==> src/rtl/data_bus_arbiter.sv <==
// Two-requester round-robin arbiter in front of a single data bus controller.
// Each granted access runs IDLE -> CMD -> WAIT -> RESP; bad accesses go straight to RESP with err.
module data_bus_arbiter #(
  parameter int TIMEOUT  = 16,
  parameter int READ_LAT = 1
) (
  input  logic        clk,
  input  logic        rst,
  input  logic        m0_req,
  input  logic        m0_we,
  input  logic [1:0]  m0_size,
  input  logic [31:0] m0_addr,
  input  logic [31:0] m0_wdata,
  output logic [31:0] m0_rdata,
  output logic        m0_ack,
  output logic        m0_err,
  input  logic        m1_req,
  input  logic        m1_we,
  input  logic [1:0]  m1_size,
  input  logic [31:0] m1_addr,
  input  logic [31:0] m1_wdata,
  output logic [31:0] m1_rdata,
  output logic        m1_ack,
  output logic        m1_err,
  output logic        bus_wd,
  output logic        bus_rd,
  output logic [1:0]  bus_size,
  output logic [31:0] bus_addr,
  output logic [31:0] bus_wdata,
  input  logic [31:0] bus_rdata,
  input  logic        bus_ready,
  input  logic        bus_busy,
  output logic [1:0]  owner,
  output logic [1:0]  dbg_state
);

  // Requester side: mN_req is held until mN_ack; ack is a one-cycle pulse with err/rdata valid
  // in that cycle. Bus side: a strobe fires only in a CMD cycle where bus_ready=1 and bus_busy=0.
  typedef enum logic [1:0] {IDLE = 2'd0, CMD = 2'd1, WAIT = 2'd2, RESP = 2'd3} state_t;

  localparam int CW = $clog2(TIMEOUT + READ_LAT + 2);

  state_t      state_q, state_d;
  logic [1:0]  owner_q, owner_d;
  logic        last_q, last_d;       // 1 = m1 was granted last
  logic        we_q, we_d;
  logic [1:0]  size_q, size_d;
  logic [31:0] addr_q, addr_d;
  logic [31:0] wdata_q, wdata_d;
  logic [31:0] rdata_q, rdata_d;
  logic        err_q, err_d;
  logic [CW-1:0] cnt_q, cnt_d;

  logic        go;
  logic        grant1;
  logic        sel_we;
  logic [1:0]  sel_size;
  logic [31:0] sel_addr;
  logic [31:0] sel_wdata;
  logic        sel_bad;

  assign go     = bus_ready && !bus_busy;
  // m1 wins when it is alone, or on a tie when m0 was granted last
  assign grant1 = m1_req && (!m0_req || !last_q);

  assign sel_we    = grant1 ? m1_we    : m0_we;
  assign sel_size  = grant1 ? m1_size  : m0_size;
  assign sel_addr  = grant1 ? m1_addr  : m0_addr;
  assign sel_wdata = grant1 ? m1_wdata : m0_wdata;
  assign sel_bad   = (sel_size == 2'b11) ||
                     (sel_size == 2'b01 && sel_addr[0]) ||
                     (sel_size == 2'b10 && sel_addr[1:0] != 2'b00);

  always_ff @(posedge clk) begin
    if (!rst) begin
      state_q <= IDLE;
      owner_q <= 2'b00;
      last_q  <= 1'b1;
      we_q    <= 1'b0;
      size_q  <= 2'b00;
      addr_q  <= '0;
      wdata_q <= '0;
      rdata_q <= '0;
      err_q   <= 1'b0;
      cnt_q   <= '0;
    end else begin
      state_q <= state_d;
      owner_q <= owner_d;
      last_q  <= last_d;
      we_q    <= we_d;
      size_q  <= size_d;
      addr_q  <= addr_d;
      wdata_q <= wdata_d;
      rdata_q <= rdata_d;
      err_q   <= err_d;
      cnt_q   <= cnt_d;
    end
  end

  always_comb begin
    state_d = state_q;
    owner_d = owner_q;
    last_d  = last_q;
    we_d    = we_q;
    size_d  = size_q;
    addr_d  = addr_q;
    wdata_d = wdata_q;
    rdata_d = rdata_q;
    err_d   = err_q;
    cnt_d   = cnt_q;
    case (state_q)
      IDLE: begin
        if (m0_req || m1_req) begin
          owner_d = grant1 ? 2'b10 : 2'b01;
          last_d  = grant1;
          we_d    = sel_we;
          size_d  = sel_size;
          addr_d  = sel_addr;
          wdata_d = sel_wdata;
          rdata_d = '0;
          err_d   = sel_bad;
          cnt_d   = '0;
          state_d = sel_bad ? RESP : CMD;
        end
      end
      CMD: begin
        if (go) begin
          cnt_d   = '0;
          state_d = WAIT;
        end else if (cnt_q == CW'(TIMEOUT - 1)) begin
          err_d   = 1'b1;
          state_d = RESP;
        end else begin
          cnt_d = cnt_q + CW'(1);
        end
      end
      WAIT: begin
        if (we_q) begin
          state_d = RESP;
        end else if (cnt_q == CW'(READ_LAT)) begin
          rdata_d = bus_rdata;
          state_d = RESP;
        end else begin
          cnt_d = cnt_q + CW'(1);
        end
      end
      RESP: begin
        owner_d = 2'b00;
        cnt_d   = '0;
        state_d = IDLE;
      end
      default: state_d = IDLE;
    endcase
  end

  // rdata_q is cleared at grant and only loaded for reads, so writes and errors return 0
  always_comb begin
    bus_rd   = 1'b0;
    bus_wd   = 1'b0;
    m0_ack   = 1'b0;
    m1_ack   = 1'b0;
    m0_err   = 1'b0;
    m1_err   = 1'b0;
    m0_rdata = '0;
    m1_rdata = '0;
    case (state_q)
      CMD: begin
        bus_rd = go && !we_q;
        bus_wd = go && we_q;
      end
      RESP: begin
        if (owner_q == 2'b01) begin
          m0_ack   = 1'b1;
          m0_err   = err_q;
          m0_rdata = rdata_q;
        end else if (owner_q == 2'b10) begin
          m1_ack   = 1'b1;
          m1_err   = err_q;
          m1_rdata = rdata_q;
        end
      end
      default: ;
    endcase
  end

  assign bus_size  = size_q;
  assign bus_addr  = addr_q;
  assign bus_wdata = wdata_q;
  assign owner     = owner_q;
  assign dbg_state = state_q;

endmodule

==> config.mk <==
export PLATFORM = sky130hd
export DESIGN_NAME = data_bus_arbiter
export DESIGN_NICKNAME = d
export VERILOG_FILES = /design/src/rtl/data_bus_arbiter.sv
export SDC_FILE = /design/constraint.sdc
export NUM_CORES = 1
export LEC_CHECK = 0
export CAP_MARGIN = 20
export CELL_PAD_IN_SITES_DETAIL_PLACEMENT = 1
export CELL_PAD_IN_SITES_GLOBAL_PLACEMENT = 2
export CORE_ASPECT_RATIO = 1.5
export CORE_MARGIN = 2
export CORE_UTILIZATION = 19
export DETAILED_ROUTE_END_ITERATION = 10
export GPL_TIMING_DRIVEN = 0
export PLACE_DENSITY = 0.88
export SLEW_MARGIN = 20
export SYNTH_ARGS = -nofsm -noshare
export SYNTH_HDL_FRONTEND = slang
export SYNTH_SLANG_ARGS = --single-unit
==> constraint.sdc <==
create_clock -name clk -period 1.8 [get_ports clk]
set_clock_uncertainty 0.05 [all_clocks]
set_input_delay 0.27 -clock clk [delete_from_list [all_inputs] [get_ports clk]]
set_output_delay 0.27 -clock clk [all_outputs]
set_load 0.05 [all_outputs]
==> run summary, run 1 <==
For the finished layout, the period the worst path requires is 2.06 ns. The minimum hold slack was 0.240 ns. The worst-case IR drop observed on VDD is 0.000784 V. The iteration count of the initial detailed-routing pass was 4.

The biggest area contributor in the post-synthesis netlist is sky130_fd_sc_hd__dfxtp_1. The maximum number of pins on one net before global-route repair is 18, and the normalized max-slew margin is 43.8%. The die is 212 um tall.

Actual slew at the worst max-slew pin: 0.843 ns. The maximum operating frequency was 0.485 GHz. For the worst-case clock buffer depth, the log shows 2.

The total clock sinks is 110. The master of the slowest instance on the critical path is sky130_fd_sc_hd__dfxtp_4. Counting every net in the synthesized netlist gives 785. Using the TritonRoute via totals, the vias-per-cell ratio works out to 4.42.

For this run, the leading register cell type out of synthesis is sky130_fd_sc_hd__dfxtp_1. Counting flops with a built-in enable in the synthesized netlist gives 0. Start-to-end type of the worst setup path: reg -> out.

The die outline width was 143 um; the number of standard cells in the layout, taps in and fillers out was 1317. After routing the design area is 11100 um2. In the synthesized netlist, the cells that appear most often are 110 x sky130_fd_sc_hd__dfxtp_1, 107 x sky130_fd_sc_hd__nor2_1, 100 x sky130_fd_sc_hd__and2_1, 100 x sky130_fd_sc_hd__mux2i_1, 67 x sky130_fd_sc_hd__a211oi_1. In the final layout, the share of cells above drive strength 1 is 34.0%.

The cell family contributing the most delay on the critical path is buffers and inverters. The critical path goes through ha_4 > and3b_2 > buf_12 > clkbuf_16 > and2_4 > buf_8. The tools report the number of antenna violations at the first check in global routing as 1. For the final worst slack, the log shows -0.262 ns. The post-synth design cell area came out at 5480 um2.

For the worst setup path, the data required time is 1.48 ns. The run finished, with violations left. Setup repair after global routing could not meet its margin everywhere. The clock slew seen by the registers of the worst setup and hold paths was 0.08 ns. The logs give 9200 um2 for the cell area reported after detailed placement and 0.759 for the final estimated routing congestion in global placement. The tools report the type of origin of the critical path as a register.

The half-perimeter wire length after detailed placement came out at 17900 um. The Yosys step of the flow raised 0 warnings. The sum of negative setup slack is -16.92 ns.

Summed over all cells, the static leakage comes to 4.70 nW. The tools report the first-pass GRT wire length as 35800 um. The ratio of total power to cell area was 1330 nW/um2. The average footprint of a synthesized cell was 9.06 um2.

For this configuration, the core starts out at a cell density of 19.2%. The data arrival time of the critical path is 1.74 ns. Power comes to 14.9 mW.

At the placement stage, the worst setup path has a slack of -0.951 ns. Once detail routing completed, the nets flagged for antenna violations numbered 0. The final hold violation count was 0; the count of hold-fix buffers inserted at cts was 0. The setup violation total in the final timing report came out at 106. Synthesis inferred 110 register bits. By instance count, the leading cell after synthesis is sky130_fd_sc_hd__dfxtp_1.

In this run, placement finished with an instance count of 1266. In this design, the stage delay of the slowest critical-path cell is 0.36 ns. After synthesis, the cell types taking the most area are sky130_fd_sc_hd__dfxtp_1 40%, sky130_fd_sc_hd__mux2i_1 18%, sky130_fd_sc_hd__and2_1 11%, sky130_fd_sc_hd__a211oi_1 9.2%, sky130_fd_sc_hd__nor2_1 7.3%. Clock tree synthesis inserted a total of 9 buffers. For this run, the total global-route usage over all layers was measured as 15.5%. In this run the count of I/O pins placed on the die edge is 312.

In this run the worst path has a maximum fanout of 7. In the routed design, unresolved DRC markers number 0. The fraction of registers with async set/reset is 0%. The logs give 605 for the instance count of the mapped netlist and 28500 um2 for the core outline area. For this run the aggregate overflow at the end of global routing stands at 0. TritonCTS built the clock tree. The root buffer cell chosen for the clock tree is sky130_fd_sc_hd__clkbuf_16. The final net count came out at 1141. The top cell type's share of synthesized area was 40.2%; the number of buffer and inverter instances along the worst setup path was 3.

Kind of end point of the critical path: an output pin. The insertion delay to the later sink of the worst-skew pair came out at 0.36 ns. The H-tree generated during clock tree synthesis spans 3 levels.

0 antenna diodes ended up in the layout. For the max-slew violation total from the final report, the log shows 0. The routed length per instance was 18.6 um; the via count of the first global-routing pass was 6173. In this run, the number of DRC markers left after iteration 0 of detailed routing was 92. The netlist uses 42 different library cells. For the count of vias placed by the detailed router, the log shows 5825.

Sequential elements use 40.2% of the synthesized area. The quantity of I/O buffers inserted on ports was 310. The worst hold path belongs to the class in -> reg. Summed over all layers, the routed wires come to 24500 um.

The tools report the final core utilization as 39.0%. The final reports fail on negative setup slack. After layout, the worst path uses 115% of the clock period. The die covers 30300 um2.

Relative to the synthesized area, the layout overhead comes to 103%. Max-cap violations in this run came to 0. The floorplan has 76 rows.
[sequential cells by signal, indices dropped and copies added, names as in the netlist, 2 cells and up]
name,count
bus_addr,32
bus_wdata,32
rdata_q,32
cnt_q,5
bus_size,2
dbg_state,2
owner,2
[cell families (layout without fill, tap and decap cells)]
logic type / count (synthesis) / after routing / share of synthesized area [%]
compound gates: 96 / 96 / 12.8
fa+ha+maj: 8 / 8 / 1.83
buf+inv: 54 / 415 / 4.59
flops: 110 / 110 / 40.2
mux: 100 / 100 / 18.3
simple gates: 237 / 237 / 22.4
[cell usage in the layout (no fill, tap or decap), types with 3 or more instances in the layout]
master,Yosys,final
sky130_fd_sc_hd__buf_8,3,67
sky130_fd_sc_hd__clkbuf_16,0,20
sky130_fd_sc_hd__and2_1,100,36
sky130_fd_sc_hd__buf_4,1,20
sky130_fd_sc_hd__clkdlybuf4s50_1,0,169
sky130_fd_sc_hd__a211oi_1,67,5
sky130_fd_sc_hd__a21oi_1,8,6
sky130_fd_sc_hd__clkinv_2,0,4
sky130_fd_sc_hd__buf_12,0,16
sky130_fd_sc_hd__nand2_1,6,5
sky130_fd_sc_hd__mux2i_1,100,92
sky130_fd_sc_hd__o21ai_0,5,3
sky130_fd_sc_hd__and2_4,0,64
sky130_fd_sc_hd__o21a_1,3,3
sky130_fd_sc_hd__buf_6,0,20
sky130_fd_sc_hd__dlygate4sd2_1,0,60
sky130_fd_sc_hd__inv_2,1,3
sky130_fd_sc_hd__dlymetal6s2s_1,0,11
sky130_fd_sc_hd__clkbuf_1,29,15
sky130_fd_sc_hd__dfxtp_4,0,4
sky130_fd_sc_hd__dfxtp_1,110,104
sky130_fd_sc_hd__nor2_1,107,106
sky130_fd_sc_hd__clkbuf_8,0,4
sky130_fd_sc_hd__a211oi_2,0,62
sky130_fd_sc_hd__mux2i_2,0,7
sky130_fd_sc_hd__ha_4,0,6
sky130_fd_sc_hd__nand2b_1,4,4
[path summary, 6_finish.rpt]
path                                                start                   endpoint  slack (ns)  cells past startpoint
worst min-delay path                                  rst        last_q$_SDFFE_PN1P_        0.24                      2
worst max register to register      cnt_q[1]$_SDFFE_PN0P_      cnt_q[3]$_SDFFE_PN0P_       -0.16                      8
worst max-delay path            dbg_state[1]$_SDFFE_PN0P_                m0_rdata[9]       -0.26                      6
worst min register to register  bus_wdata[6]$_SDFFE_PN0P_  bus_wdata[6]$_SDFFE_PN0P_        0.45                      2
[cell type report]
class	instances	area (um2)
Fill cell	3097	17400
Timing Repair Buffer	346	3880
Multi-Input combinational cell	441	3740
Sequential cell	110	2220
Buffer	47	568
Tap cell	351	439
Clock buffer	10	229
Clock inverter	6	36.3
Inverter	6	26.3
[power breakdown]
| group | switching (mW) | total, mW | internal [mW] | leakage, nW |
|---|---|---|---|---|
| clock network | 0.987 | 1.93 | 0.939 | 0.132 |
| logic | 5.38 | 9.39 | 4.01 | 3.66 |
| registers | 0.421 | 3.55 | 3.13 | 0.909 |
[metal layers]
| layer | vias to the layer above | GRT usage [%] | part of all wire (%) |
|---|---|---|---|
| li1 | 2796 | - | - |
| met1 | 2806 | 16.4 | 37 |
| met2 | 202 | 30.4 | 56 |
| met3 | 19 | 3.81 | 5.9 |
| met4 | 2 | 3.11 | 1.2 |
| met5 | - | 0 | 0.053 |
[timing repair]
action                     4_1_cts  5_1_grt
gates resized for setup        748      127
buffers inserted                13       12
gates cloned                     4        7
pin swaps                       20       15
setup endpoints to repair      247      188
Power figures use the tool's default switching activity.
==> run 2: changes to the inputs <==
- CORE_MARGIN: 2 -> 1
==> run summary, run 2 (synthesized netlist as in run 1, its figures left out) <==
For the sum of negative setup slack, the log shows -16.22 ns (was -16.92 ns). The tools report the clock root buffer as sky130_fd_sc_hd__clkbuf_16 (unchanged). The total clock sinks is 110 (unchanged). The critical path's largest stage delay came out at 0.39 ns (was 0.36 ns). The max-slew violation total from the final report is 0 (unchanged), and the fraction of power consumed by sequential logic is 25.0% (was 23.9%). The net switching fraction of the power works out to 44.9% (was 45.7%).

The routed length per instance was 18.1 um (was 18.6 um). The first-pass GRT wire length came out at 35600 um (was 35800 um). The logs give 0.36 ns (about the same) for the insertion delay to the later sink of the worst-skew pair and 17700 um (was 17900 um) for the half-perimeter wire length after detailed placement.

The count of vias placed by the detailed router was 5733 (was 5825); the max capacitance violation total was 0 (unchanged). The area of the die came out at 29600 um2 (was 30300 um2). The number of filler cells placed in the layout came out at 3158 (was 3097). For the cell area reported after detailed placement, the log shows 9200 um2 (about the same).

The clock network fraction of total power was 15.6% (was 13.0%); the maximum number of pins on one net before global-route repair was 19 (was 18). The clock slew seen by the registers of the worst setup and hold paths came out at 0.08 ns (about the same). The switching component of the power came out at 6.39 mW (was 6.79 mW).

The run gives 111 (was 92) as the initial DRC count. The antenna diode count was 0 (unchanged); the final worst slack was -0.236 ns (was -0.262 ns). Number of primary I/O pins: 312 (unchanged). Top library cells by usage in the layout, fill and taps aside: 168 x sky130_fd_sc_hd__clkdlybuf4s50_1, 105 x sky130_fd_sc_hd__nor2_1, 104 x sky130_fd_sc_hd__dfxtp_1 (was 169 x sky130_fd_sc_hd__clkdlybuf4s50_1, 106 x sky130_fd_sc_hd__nor2_1, 104 x sky130_fd_sc_hd__dfxtp_1). For the final non-filler cell area, the log shows 10600 um2 (was 11100 um2). The final core utilization was 37.8% (was 39.0%).

The master of the slowest instance on the critical path was sky130_fd_sc_hd__dfxtp_4 (unchanged). The core outline area was 28200 um2 (was 28500 um2); the number of standard cells in the layout, taps in and fillers out was 1313 (was 1317). The share of the cycle needed by the critical path after routing was 113% (was 115%). The normalized max-slew margin is 57.5% (was 43.8%), and the die outline width is 141 um (was 143 um).

For the via count of the first global-routing pass, the log shows 6277 (was 6173). For the data arrival time of the critical path, the log shows 1.72 ns (was 1.74 ns). Most frequent standard cell in the layout excluding fill and tap cells: sky130_fd_sc_hd__clkdlybuf4s50_1 (unchanged). The area growth from synthesis to layout was 94.2% (was 103%); the number of CTS-inserted buffers was 9 (unchanged). The initial core utilization is 19.5% (was 19.2%), and the number of antenna violations at the first check in global routing is 1 (unchanged). Crit-path cells: ha_4 > and3b_4 > clkbuf_8 > and2_4 > buf_8 (was ha_4 > and3b_2 > buf_12 > clkbuf_16 > and2_4 > buf_8). The quantity of I/O buffers inserted on ports is 310 (unchanged), and the peak fanout along the critical path is 5 (was 7).

The relative contribution of combinational cells to total power was 59.4% (was 63.2%). The final estimated routing congestion in global placement was 0.756 (was 0.759). Type of origin of the critical path: a register (unchanged).

Final net count: 1142 (was 1141). The kind of end point of the critical path was an output pin (unchanged). The logs give 0.000572 V (was 0.000784 V) for the worst vdd rail ir drop and 0 (unchanged) for the count of antenna-violating nets left after detailed routing.

The tools report the iteration count of the initial detailed-routing pass as 4 (unchanged). The site row count is 75 (was 76), and the maximum operating frequency is 0.491 GHz (was 0.485 GHz). For the worst-case clock buffer depth, the log shows 2 (unchanged).

Setup repair after global routing could not meet its margin everywhere. The die height is 210 um (was 212 um). Post-route DRC violation count: 0 (unchanged).

The number of vias per cell after detailed routing was 4.37 (was 4.42); the routed wire length was 23700 um (was 24500 um). The global-route total usage across every layer was 15.9% (was 15.5%); the static leakage was 4.52 nW (was 4.70 nW). The run gives 0 (unchanged) as the global-route congestion overflow total. The proportion of layout cells with a drive suffix above 1 is 26.9% (was 34.0%). The start-to-end type of the worst setup path was reg -> out (unchanged).

The actual slew at the worst max-slew pin is 0.637 ns (was 0.843 ns). The final hold violation count was 0 (unchanged); the data required time of the critical path was 1.48 ns (about the same). The ratio of total power to cell area came out at 1340 nW/um2 (was 1330 nW/um2).

The clock period minus final worst setup slack was 2.04 ns (was 2.06 ns). The setup violation total in the final timing report was 144 (was 106); the total power of the final layout was 14.2 mW (was 14.9 mW). Total internal power: 7.84 mW (was 8.08 mW). The run finished, with violations left.

The worst min-delay path category was in -> reg (unchanged). TritonCTS built the clock tree. Violations in the final reports: negative setup slack (unchanged). The number of cells in the design after placement was 1261 (was 1266).

The number of H-tree levels was 3 (unchanged).
[run 2: per-stage QoR]
stage          worst slack, ns  hold WS [ns]
6_report                -0.236         0.231
5_1_grt                 -0.288         0.259
4_1_cts                 -0.265         0.214
3_5_place_dp            -0.908         0.444
3_3_place_gp            -0.900         0.433
2_1_floorplan         0.000917         0.390
[run 2: layout make-up]
type | count | area [um2] | area share, %
clock inverter | 5 | 62.6 | 0.588
timing repair buffer | 346 | 3820 | 35.9
inverter | 6 | 27.5 | 0.259
buffer | 47 | 425 | 4.00
sequential | 110 | 2220 | 20.8
multi-input combinational | 442 | 3390 | 31.9
tap | 346 | 433 | 4.07
clock buffer | 11 | 264 | 2.48
[run 2: routing by layer]
layer	vias up	part of all wire, %	global-route usage (%)
met5	-	0.055	0
met4	2	1.1	3.67
met3	17	5.8	4.11
met2	198	57	31.9
met1	2713	36	16.0
li1	2803	-	-
[run 2: power groups by stage]
stage | registers (mW) | logic (mW) | clock network [mW]
global route | 3.64 | 9.03 | 2.42
CTS | 3.56 | 8.29 | 2.32
global placement | 3.57 | 7.24 | 0
floorplan | 5.48 | 2.84 | 0
finish | 3.55 | 8.45 | 2.22
detailed placement | 3.61 | 7.32 | 0
[run 2: repair_timing]
| item | in CTS | in global routing |
|---|---|---|
| pin swaps | 22 | 13 |
| cloned | 8 | 2 |
| buffers inserted | 17 | 13 |
| hold buffers | 0 | 0 |
| resized for setup | 721 | 46 |
| setup endpoints to repair | 247 | 177 |
[run 2: worst paths after layout]
check	startpoint	endpoint	slack, ns	depth (start not counted)
worst max-delay path	dbg_state[0]$_SDFFE_PN0P_	m0_rdata[10]	-0.24	5
worst max register to register	cnt_q[1]$_SDFFE_PN0P_	rdata_q[20]$_SDFFE_PN0P_	-0.16	10
worst min-delay path	rst	last_q$_SDFFE_PN1P_	0.23	2
worst min register to register	bus_addr[26]$_SDFFE_PN0P_	bus_addr[26]$_SDFFE_PN0P_	0.45	2
[run 2: worst max-delay path: cells and delay by family (launching register included)]
kind                       cells  cell delay [ns]
adders and majority gates      1             0.16
DFF                            1             0.39
buffers and inverters          2             0.33
and+or+nand+nor                2             0.46
==> patch, RTL diff (config.mk and constraints of run 2) <==
`TIMEOUT`: 16 -> 8.
--- a/src/rtl/data_bus_arbiter.sv
+++ b/src/rtl/data_bus_arbiter.sv
@@ -1,7 +1,7 @@
 // Two-requester round-robin arbiter in front of a single data bus controller.
 // Each granted access runs IDLE -> CMD -> WAIT -> RESP; bad accesses go straight to RESP with err.
 module data_bus_arbiter #(
-  parameter int TIMEOUT  = 16,
+  parameter int TIMEOUT  = 8,
   parameter int READ_LAT = 1
 ) (
   input  logic        clk,
Behaviour: same outputs for any inputs over 4 cycles, from zero or initial values and one cycle with rst low; that may be too few to reach the edited logic, so the function may still have changed.
==> patch against run 2 <==
The run still ends with setup timing left. Power decreased by 16%. Combinational power decreased by 24%. Worst setup slack improved by 9.7 ps. Area after synthesis decreased by 5.9%. Non-clock buffer count decreased by 4. Sequential cell count decreased by 1. Count of clock-buffer cells in the layout unchanged. First-iteration DRC count increased by 7.2%. Critical path depth increased by 2. Design area decreased by 4.3%. Wire length increased by 8.4%. Sequential share of layout area increased by 0.71 points. Critical path type unchanged. Largest power group unchanged. Highest routed layer unchanged.
==> patch: results (changes against run 2) <==
Outcome
  – Run status: finished with violations
  – Failing checks: setup timing

Power and ir drop
  – P per Cell Area: 1170 nW/um^2 (-13%)
  – Leak: 4.26 nW (-5.7%)

Final layout
  – Fillers: 3,007 (-4.8%)
  – Multi-In Gates: 475 (+7.5%)
  – Layout cell share with drive strength beyond 1: 0.279 (+0.0104)
  – Final-layout non-clock buffer area share: 0.406 (+0.00744)
  – Clock buf/inv share: 0.0297 (-0.000940)
  – Multi-input logic area: 3100 um^2 (-8.7%)

Synthesis
  – Adder-Cell Fraction of Synth Area: 0.0170 (-0.00128)
  – Post-synthesis instance area: 5160 um^2 (-5.9%)
  – Post-synthesis sequential area ratio: 0.423 (+0.0212)
  – Register bit total from synthesis: 109 (-0.91%)
  – Net count after synthesis: 822 (+4.7%)
  – Mux share of post-synthesis cell area: 0.00194 (-0.181)
  – Syn Area/Cell: 8.02 um^2 (-11%)
  – Post-synth cell types: 41 (-2.4%)

Timing
  – Slew headroom: 0.509 (-0.0666)
  – Total negative setup slack: -12,720 ps (+3510 ps)
  – Setup ws final: -226 ps (+9.69 ps)
  – # setup viols final: 73 (-49%)

Placement
  – Gpl congestion: 0.800 (+5.8%)
  – Placed cell count: 1,290 (+2.3%)
  – DP HPWL: 18.9 mm (+6.8%)
  – Dpl cell area: 8840 um^2 (-3.9%)
  – Post-Place Setup Slack: -928 ps (-19.5 ps)

CTS
  – Setup Fix Bufs, Post-CTS: 8 (-9)
  – Post-CTS Resized: 692 (-4.0%)

Setup path
  – CP endpoint: m1_rdata[2]
  – Worst Path Max Fanout: 6 (+1)
  – Reg2reg path depth: 9 (-1)
  – Reg2reg end: rdata_q[13]$_SDFFE_PN0P_
  – Cell family with most CP delay: buffers and inverters
  – R2R Setup Slk: -30 ps (+130 ps)

Drt
  – Vias per inst: 4.59 (+5.1%)
  – Drt initial violations: 119 (+7.2%)
  – Via count: 6,097 (+6.3%)
  – Met2 wire length: 14.2 mm (+5.7%)

Global routing
  – Total Routing Usage GR: 0.185 (+0.0258)
[patch: cell types whose count changed after synthesis, moves of 5 or more]
| cell | change |
|---|---|
| a211oi_1 | -67 |
| a22oi_1 | +32 |
| a311oi_1 | +57 |
| a311oi_2 | +10 |
| and2_1 | -31 |
| buf_1 | -5 |
| buf_2 | +18 |
| clkbuf_1 | -9 |
| mux2i_1 | -99 |
| nand2_1 | +137 |
[patch: worst register-to-register path: stages (launching register included)]
cell and delay [ps]:
dfxtp_4 390, buf_4 130, inv_4 50, ha_4 160, nor2b_2 150, and2_4 170
o21ai_4 220, buf_6 220, a22oi_2 110, nor2_1 120
[patch: report_power, final]
part / internal (W) / total (W) / switching (W)
sequential: 0.00297 / 0.00331 / 0.000335
combinational: 0.00224 / 0.00640 / 0.00416
clock: 0.00124 / 0.00219 / 0.000951
total: 0.00645 / 0.0119 / 0.00544
